===== src/rtl/hardcore_pkg.sv =====
// Shared constants and state encoding for the cache-line assembly path.
package hardcore_pkg;

    localparam int LINE_W           = 512;
    localparam int WORDS_PER_LINE   = 8;
    localparam int LINE_OFFSET_BITS = 6;

    typedef enum logic [1:0] {
        IDLE,
        FILL,
        DRAIN
    } asm_state_t;

endpackage


===== src/rtl/line_fifo.sv =====
// Small FIFO holding completed {address, line} entries.
// A push into a full FIFO is honoured when a pop happens on the same edge.
// The head reads as zero while the FIFO is empty.
module line_fifo #(
    parameter int WIDTH = 576,
    parameter int DEPTH = 2
) (
    input  logic             clk,
    input  logic             reset,
    input  logic             push,
    input  logic [WIDTH-1:0] din,
    input  logic             pop,
    output logic             full,
    output logic             empty,
    output logic [WIDTH-1:0] head
);

    localparam int PW = $clog2(DEPTH);
    localparam int CW = PW + 1;

    logic [WIDTH-1:0] mem [DEPTH];
    logic [PW-1:0]    wr_ptr;
    logic [PW-1:0]    rd_ptr;
    logic [CW-1:0]    count;
    logic             do_push;
    logic             do_pop;

    assign full    = (count == CW'(DEPTH));
    assign empty   = (count == '0);
    assign do_pop  = pop && !empty;
    assign do_push = push && (!full || pop);
    assign head    = empty ? '0 : mem[rd_ptr];

    // Pointer and occupancy bookkeeping; pointers wrap naturally modulo DEPTH.
    always_ff @(posedge clk) begin
        if (!reset) begin
            wr_ptr <= '0;
            rd_ptr <= '0;
            count  <= '0;
        end else begin
            if (do_push) begin
                wr_ptr <= wr_ptr + 1'b1;
            end
            if (do_pop) begin
                rd_ptr <= rd_ptr + 1'b1;
            end
            case ({do_push, do_pop})
                2'b10:   count <= count + 1'b1;
                2'b01:   count <= count - 1'b1;
                default: count <= count;
            endcase
        end
    end

    // Storage array; contents need no reset because empty masks the head.
    always_ff @(posedge clk) begin
        if (do_push) begin
            mem[wr_ptr] <= din;
        end
    end

endmodule


===== src/rtl/line_assembler.sv =====
// Collects eight beats into one cache line tagged with its aligned address.
// Bursts of the wrong length are dropped and counted; good lines go to a FIFO.
module line_assembler #(
    parameter int DATA_W = 64,
    parameter int LINE_W = hardcore_pkg::LINE_W,
    parameter int ADDR_W = 64,
    parameter int DEPTH  = 2
) (
    input  logic              clk,
    input  logic              reset,
    input  logic              beat_valid,
    output logic              beat_ready,
    input  logic [DATA_W-1:0] beat_data,
    input  logic [ADDR_W-1:0] beat_addr,
    input  logic              beat_last,
    output logic              line_valid,
    input  logic              line_ready,
    output logic [LINE_W-1:0] linha_cache,
    output logic [ADDR_W-1:0] endereco,
    output logic [7:0]        err_count
);

    import hardcore_pkg::*;

    localparam int CNT_W     = $clog2(WORDS_PER_LINE);
    localparam int LAST_WORD = WORDS_PER_LINE - 1;
    localparam int ENTRY_W   = ADDR_W + LINE_W;
    localparam logic [ADDR_W-1:0] OFFSET_MASK =
        ADDR_W'((64'd1 << LINE_OFFSET_BITS) - 64'd1);

    asm_state_t                 state;
    logic [CNT_W-1:0]           count;
    logic [7:0]                 err_q;
    logic [ADDR_W-1:0]          addr_q;
    // Word 7 is never stored: it goes straight from beat_data into the FIFO.
    logic [LINE_W-DATA_W-1:0]   line_q;

    logic                       at_last;
    logic                       accept;
    logic                       push;
    logic                       pop;
    logic                       drop;
    logic                       fifo_full;
    logic                       fifo_empty;
    logic [ENTRY_W-1:0]         push_data;
    logic [ENTRY_W-1:0]         head;

    assign at_last    = (state == FILL) && (count == CNT_W'(LAST_WORD));
    assign line_valid = !fifo_empty;
    assign pop        = line_valid && line_ready;

    // Only the closing beat of a line can stall, and a same-cycle pop frees room for it.
    assign beat_ready = reset && !(at_last && fifo_full && !pop);
    assign accept     = beat_valid && beat_ready;
    assign push       = accept && at_last && beat_last;

    // A burst is bad if it ends before the eighth beat or runs past it.
    assign drop = accept && (((state == IDLE) && beat_last) ||
                             ((state == FILL) && (beat_last != at_last)));

    assign push_data   = {addr_q, beat_data, line_q};
    assign linha_cache = head[LINE_W-1:0];
    assign endereco    = head[ENTRY_W-1:LINE_W];
    assign err_count   = err_q;

    // Burst FSM, beat counter and saturating drop counter.
    always_ff @(posedge clk) begin
        if (!reset) begin
            state <= IDLE;
            count <= '0;
            err_q <= '0;
        end else begin
            if (drop && (err_q != 8'hFF)) begin
                err_q <= err_q + 8'd1;
            end
            if (accept) begin
                case (state)
                    IDLE: begin
                        if (!beat_last) begin
                            state <= FILL;
                            count <= CNT_W'(1);
                        end
                    end
                    FILL: begin
                        if (beat_last) begin
                            state <= IDLE;
                            count <= '0;
                        end else if (at_last) begin
                            state <= DRAIN;
                            count <= '0;
                        end else begin
                            count <= count + 1'b1;
                        end
                    end
                    DRAIN: begin
                        if (beat_last) begin
                            state <= IDLE;
                        end
                    end
                    default: begin
                        state <= IDLE;
                        count <= '0;
                    end
                endcase
            end
        end
    end

    // Line and address capture; data path registers carry no reset.
    always_ff @(posedge clk) begin
        if (accept && (state != DRAIN)) begin
            if (state == IDLE) begin
                addr_q <= beat_addr & ~OFFSET_MASK;
            end
            for (int w = 0; w < LAST_WORD; w++) begin
                if (count == CNT_W'(w)) begin
                    line_q[w*DATA_W +: DATA_W] <= beat_data;
                end
            end
        end
    end

    line_fifo #(
        .WIDTH (ENTRY_W),
        .DEPTH (DEPTH)
    ) u_fifo (
        .clk   (clk),
        .reset (reset),
        .push  (push),
        .din   (push_data),
        .pop   (pop),
        .full  (fifo_full),
        .empty (fifo_empty),
        .head  (head)
    );

endmodule


===== config.mk =====
export PLATFORM = sky130hd
export DESIGN_NAME = line_assembler
export DESIGN_NICKNAME = d
export VERILOG_FILES = /design/src/rtl/hardcore_pkg.sv /design/src/rtl/line_fifo.sv /design/src/rtl/line_assembler.sv
export SDC_FILE = /design/constraint.sdc
export NUM_CORES = 1
export LEC_CHECK = 0
export CAP_MARGIN = 30
export CORE_MARGIN = 3
export CORE_UTILIZATION = 45
export CTS_CLUSTER_SIZE = 25
export DETAILED_ROUTE_END_ITERATION = 6
export GPL_TIMING_DRIVEN = 0
export MAX_ROUTING_LAYER = met4
export PLACE_DENSITY = 0.67
export RECOVER_POWER = 50
export SLEW_MARGIN = 20
export SYNTH_ARGS = -nofsm -noshare
export SYNTH_HDL_FRONTEND = slang
export SYNTH_SLANG_ARGS = --single-unit

===== constraint.sdc =====
create_clock -name clk -period 37.3 [get_ports clk]
set_clock_uncertainty 0.15 [all_clocks]
set_input_delay 7.46 -clock clk [delete_from_list [all_inputs] [get_ports clk]]
set_output_delay 7.46 -clock clk [all_outputs]
set_load 0.01 [all_outputs]

After elaboration in Yosys (flattened, before gate mapping)
Memories as Yosys holds them, arrays and structs flattened. A register that Yosys moved wholly into a read port is not among the register bits.
Cells that the tools add are included.
{ "classes": {"eq_ne": 18, "addsub": 6, "bitwise": 1, "n_reduce_logical": 35, "mux": 15} }
{ "ops": {"columns": ["cell", "n"], "rows": [
  ["$mux 576", 1],
  ["$reduce_and 2->1", 8],
  ["$logic_and 1x1->1", 15],
  ["$eq 3x3->1 const B", 4],
  ["$mux 3", 3],
  ["$pmux 3 s3", 1],
  ["$add 8x1->8 const B", 1],
  ["$mux 2", 4],
  ["$ne 8x8->1 const B", 1],
  ["$eq 2x2->1 const B", 3],
  ["$eq 3x2->1 const B", 2],
  ["$ne 2x2->1 const B", 3],
  ["$pmux 2 s3", 1],
  ["$eq 2x1->1 const B", 2],
  ["$logic_not 1->1", 4],
  ["$logic_not 2->1", 2],
  ["$mux 1", 4],
  ["$pmux 2 s2", 1],
  ["$reduce_and 4->1", 1],
  ["$add 3x1->3 const B", 1],
  ["$eq 3x1->1 const B", 1],
  ["$logic_not 3->1", 1],
  ["$ne 3x3->1 const B", 1],
  ["$reduce_and 3->1", 1],
  ["7 further kinds", 9]
]} }
{ "word_totals": {"regBits": 523, "mem_count": 1, "ram_bits": 1140} }
{ "memory_table": {"columns": ["name", "words", "width", "read_ports", "rd_ports_with_merged_regs", "write_ports", "line", "text"], "rows": [
  ["u_fifo.mem", 2, 570, 1, 1, 1, "line_fifo.sv:21", "logic [WIDTH-1:0] mem [DEPTH];"]
]} }

Depth between registers and ports, before layout
{ "logic_depth": {"ltp_word": 13, "mapped_depth": 9, "mapped_depth_nobuf": 9} }

Hierarchy
From an unflattened synthesis, not the netlist that was laid out.
{ "unflattened": {"hier_cells": 3083, "area_unflattened_um2": 60320.4} }
{ "modules_own_cells": {"columns": ["mod", "cells_each", "area_per_inst_um2", "n_inst"], "rows": [
  ["line_fifo", 2459, 44184.9, 1],
  ["line_assembler", 624, 16135.5, 1]
]} }

Worst setup path before layout
No wires, ideal clock.
{ "synth_timing": {"path_type": "input to register", "from": "input port reset", "to": "memory u_fifo.mem[0][0] (netlist name) (enable)", "t_required_ns": 35.629, "path_slack_ns": 3.926, "arrival_ns": 31.703, "path_buffers": 1, "setup_time_ns": 1.521, "path_stages": 4, "cell_sequence": "clkbuf_1 -> and2_1 -> nand4_1 -> nor2_1"} }
{ "synth_via": {"elab_chain_len": 7} }
{ "synth_rtl": {"columns": ["element", "line", "text"], "rows": [
  ["start, declared", "line_assembler.sv:10", "input logic reset,"],
  ["$logic_and 1x1->1", "line_assembler.sv:53", "assign beat_ready = reset && !(at_last && fifo_full && !pop);"],
  ["$logic_and 1x1->1", "line_assembler.sv:54", "assign accept = beat_valid && beat_ready;"],
  ["$logic_and 1x1->1 (2 in series)", "line_assembler.sv:55", "assign push = accept && at_last && beat_last;"],
  ["$logic_and 1x1->1", "line_fifo.sv:31", "assign do_push = push && (!full || pop);"],
  ["$mux 1", "line_fifo.sv:57", "if (do_push) begin"],
  ["$mux 1 (not written as such)", "line_fifo.sv:58", "mem[wr_ptr] <= din;"],
  ["end, declared", "line_fifo.sv:21", null]
]} }
Every way passes these cells.

Worst setup path in the final report
{ "layout_timing": {"from": "input port reset", "to": "output port beat_ready"} }
{ "layout_via": {"elab_chain_len": 1} }
{ "layout_rtl": {"columns": ["element", "line", "text"], "rows": [
  ["$logic_and 1x1->1", "line_assembler.sv:53", null],
  ["end, declared", "line_assembler.sv:12", "output logic beat_ready,"]
]} }
Every way passes these cells.

==> metrics.csv <==
metric,value,unit
status,"finished, violations left",
failing checks,"max-capacitance violations, max-slew violations",
RSZ-0062 raised after global routing,no,
I/O pin count,719,
Post-Place Cells,5580,
WL/cell,24.86,um
crit path buf inv count,5,
met2 routed WL,73.41,mm
Final ANT Viol Nets,0,
initial antenna violation count,17,
Period minus WS final,17.28,ns
"leading cell type in the layout, fill and taps excluded",edfxtp_1,
Tot Pwr,0.003681,W
nets@finish,4149,
min setup slack post-route,20.02,ns
initial core utilization,45.40,%
Crit path max-delay family,buffers and inverters,
Hold Path Class,reg2reg,
Synth Area in XOR/XNOR,0.05945,%
worst slew pin tran,3.231,ns
Hold Path Origin,line_q[197],
maximum clock path buffer count,3,
Die Ht,367.9,um
multi-input logic area,8539,um^2
post-synthesis async set-or-reset flop share,0,%
vias,30010,
Vias/cell,5.094,
Synth Instances,3046,
Post-synth EDFFs,1646,
Final Slew Violations,159,
Relative slew margins,-115.4,%
post-synthesis adder-cell area fraction,0.1911,%
post-synthesis mux area share,9.732,%
Critical Path Most Common Cell,clkbuf_1,
post-CTS resize count,0,
DR top layer,met4,
Netlist cell types,45,
reg2reg start,count[0],
final std cells w/o fill,5891,
Leakage,23.14,nW
CP max FO,10,
max cap viols,7,
Post-Route WL,146.4,mm
CP endpoint kind,output port,
Setup WS pre-CTS,20.12,ns
Post-Route M1 WL,56.62,mm
Simple-Gate Fraction of Synth Area,4.108,%
post-synthesis sequential area ratio,84.48,%
post-CTS setup buffers,0,
VDD IR max,0.00004642,V
Compound-Gate Fraction of Synth Area,0.3715,%
PortBufs,706,
CTS Buf Count,167,
Synth Cell Area,58930,um^2
TNS Setup,0,ns
wire length on met3,10.72,mm
Worst Hold End,u_fifo.mem[0][197],
most frequent cells in the layout,"edfxtp_1, nor2_1, mux2i_1",
FF/Latch Area,49790,um^2
router iterations before antenna repair,5,
H-tree lvl count,4,
Total Routing Usage GR,22.02,%
Yosys Warn Count,0,
Die Width,367.9,um
Reg2Reg Depth,12,
final setup vio count,0,
Final Cycle Share,46.32,%
hold_buf cts,0,
GRT overflow,0,
"FF+latch count, synth",1664,
Pwr Density,49.07,nW/um^2
routability cong.,0.8115,
worst-skew pair later-pin latency,0.78,ns
area added between synthesis and finish,27.30,%
clock-pin slew on the worst setup and hold paths,0.06,ns
Most used DFF post-synth,edfxtp_1,
clock root buffer,clkbuf_16,
# rows,132,
Initial DRC Count,2655,
worst endpoint data arrival time,9.67,ns
CP required,29.69,ns
CP peak stage delay,0.62,ns
fmax,57.88,MHz
core area,129800,um^2
Die ar.,135300,um^2
HPWL after detailed placement,101.3,mm
number of fill cells,9642,
worst path cell trace,dlygate4sd3_1 > clkbuf_1 > inv_1 > clkbuf_1 > a21oi_1 > clkdlybuf4s50_1,
largest net degree at the start of global routing,41,
first-pass GRT wire length,207.9,mm
placed cell area,70060,um^2
startpoint types,input port,
Crit Reg-Reg Endpoint,u_fifo.mem[1][473],
Setup Crit Path Kind,in2out,
flop2flop setup slack,31.64,ns
main combinational cell family by area after synthesis,multiplexers,
layout cells sized above 1,8.235,%
syn_area_per_cell,19.35,um^2
hold depth,0,
Final Cell Area,75020,um^2
clk sinks,1664,
TritonCTS clock tree,built,
# DRC,0,
vias in the first global route,30550,
slowest CP cell,clkdlybuf4s50_1,
Hold Fails Final Rpt,0,
-- kinds of logic after synthesis --
| group | after synthesis |
|---|---|
| flip-flops | 1664 |
| AND/OR/NAND/NOR | 622 |
| multiplexers | 573 |
| buffers and inverters | 146 |
| AO/OA/AOI/OAI | 27 |
| adder cells (fa/ha/maj) | 9 |
| XOR/XNOR | 4 |
| other | 1 |
-- worst max-delay path by stage --
stage	start	end	slack (ns)	cells past startpoint
after floorplan	reset	u_fifo.mem[0][0]	3.93	4
after global placement	reset	u_fifo.mem[1][92]	-11.88	5
after detailed placement	reset	beat_ready	20.12	6
after CTS	reset	beat_ready	20.12	6
after global routing	reset	beat_ready	19.98	6
final	reset	beat_ready	20.02	6
-- per-stage QoR --
step	hold WS (ns)	util, %
6_report	0.2748	57.79
5_1_grt	0.2965	57.78
4_1_cts	0.2722	57.99
3_5_place_dp	0.2790	53.97
3_3_place_gp	0.2718	52.53
2_1_floorplan	0.2715	-
-- power by group --
| part | internal [W] | total, W | switching, W | leakage (nW) |
|---|---|---|---|---|
| Sequential | 0.00205 | 0.00205 | 0.00000339 | 15.0 |
| Combinational | 0.0000113 | 0.0000369 | 0.0000256 | 5.61 |
| Clock | 0.000906 | 0.00159 | 0.000687 | 2.56 |
| Total | 0.00297 | 0.00368 | 0.000716 | 23.1 |
-- registers in the layout, summed over array words and instances (netlist names), named ones only --
| signal | flops |
|---|---|
| count | 3 |
| addr_q | 58 |
| u_fifo.mem | 1140 |
| err_count | 8 |
| u_fifo.count | 2 |
| line_q | 448 |
| u_fifo.rd_ptr | 1 |
| state | 2 |
| u_fifo.wr_ptr | 1 |
-- per-layer routing --
metal / global-route usage [%] / vias up
met5: - / -
met4: 8.828 / 0
met3: 5.473 / 255
met2: 35.98 / 1047
met1: 26.36 / 15210
li1: - / 13500
-- final cells by class --
class | instances | share of cell area (%)
Clock buffer | 208 | 5.889
Buffer | 137 | 0.7939
Tap cell | 1742 | 2.905
Sequential cell | 1664 | 66.37
Clock inverter | 95 | 1.072
Inverter | 9 | 0.04503
Multi-Input combinational cell | 1241 | 11.38
Antenna cell | 8 | 0.02669
Timing Repair Buffer | 787 | 11.52
-- synth_stat cells (all sizes together) (2+ instances only) --
cell type / count / area (um^2)
nand3: 5 / 25.02
nor2b: 2 / 12.51
xnor2: 3 / 26.28
nor2: 584 / 2192
buf: 63 / 305.3
o41ai: 2 / 17.52
ha: 9 / 112.6
a32o: 2 / 20.02
mux2i: 573 / 5736
nor3b: 2 / 15.01
o21ai: 4 / 20.01
inv: 9 / 33.78
and2: 6 / 37.54
a21oi: 6 / 30.03
and3: 3 / 18.77
dfxtp: 18 / 360.4
edfxtp: 1646 / 49430
nor3: 3 / 15.01
nand2: 8 / 30.03
o211ai: 2 / 15.01
or4b: 2 / 20.02
clkbuf: 74 / 277.8
nand4: 3 / 18.77
Note: power is estimated with default switching activity, not from simulation.
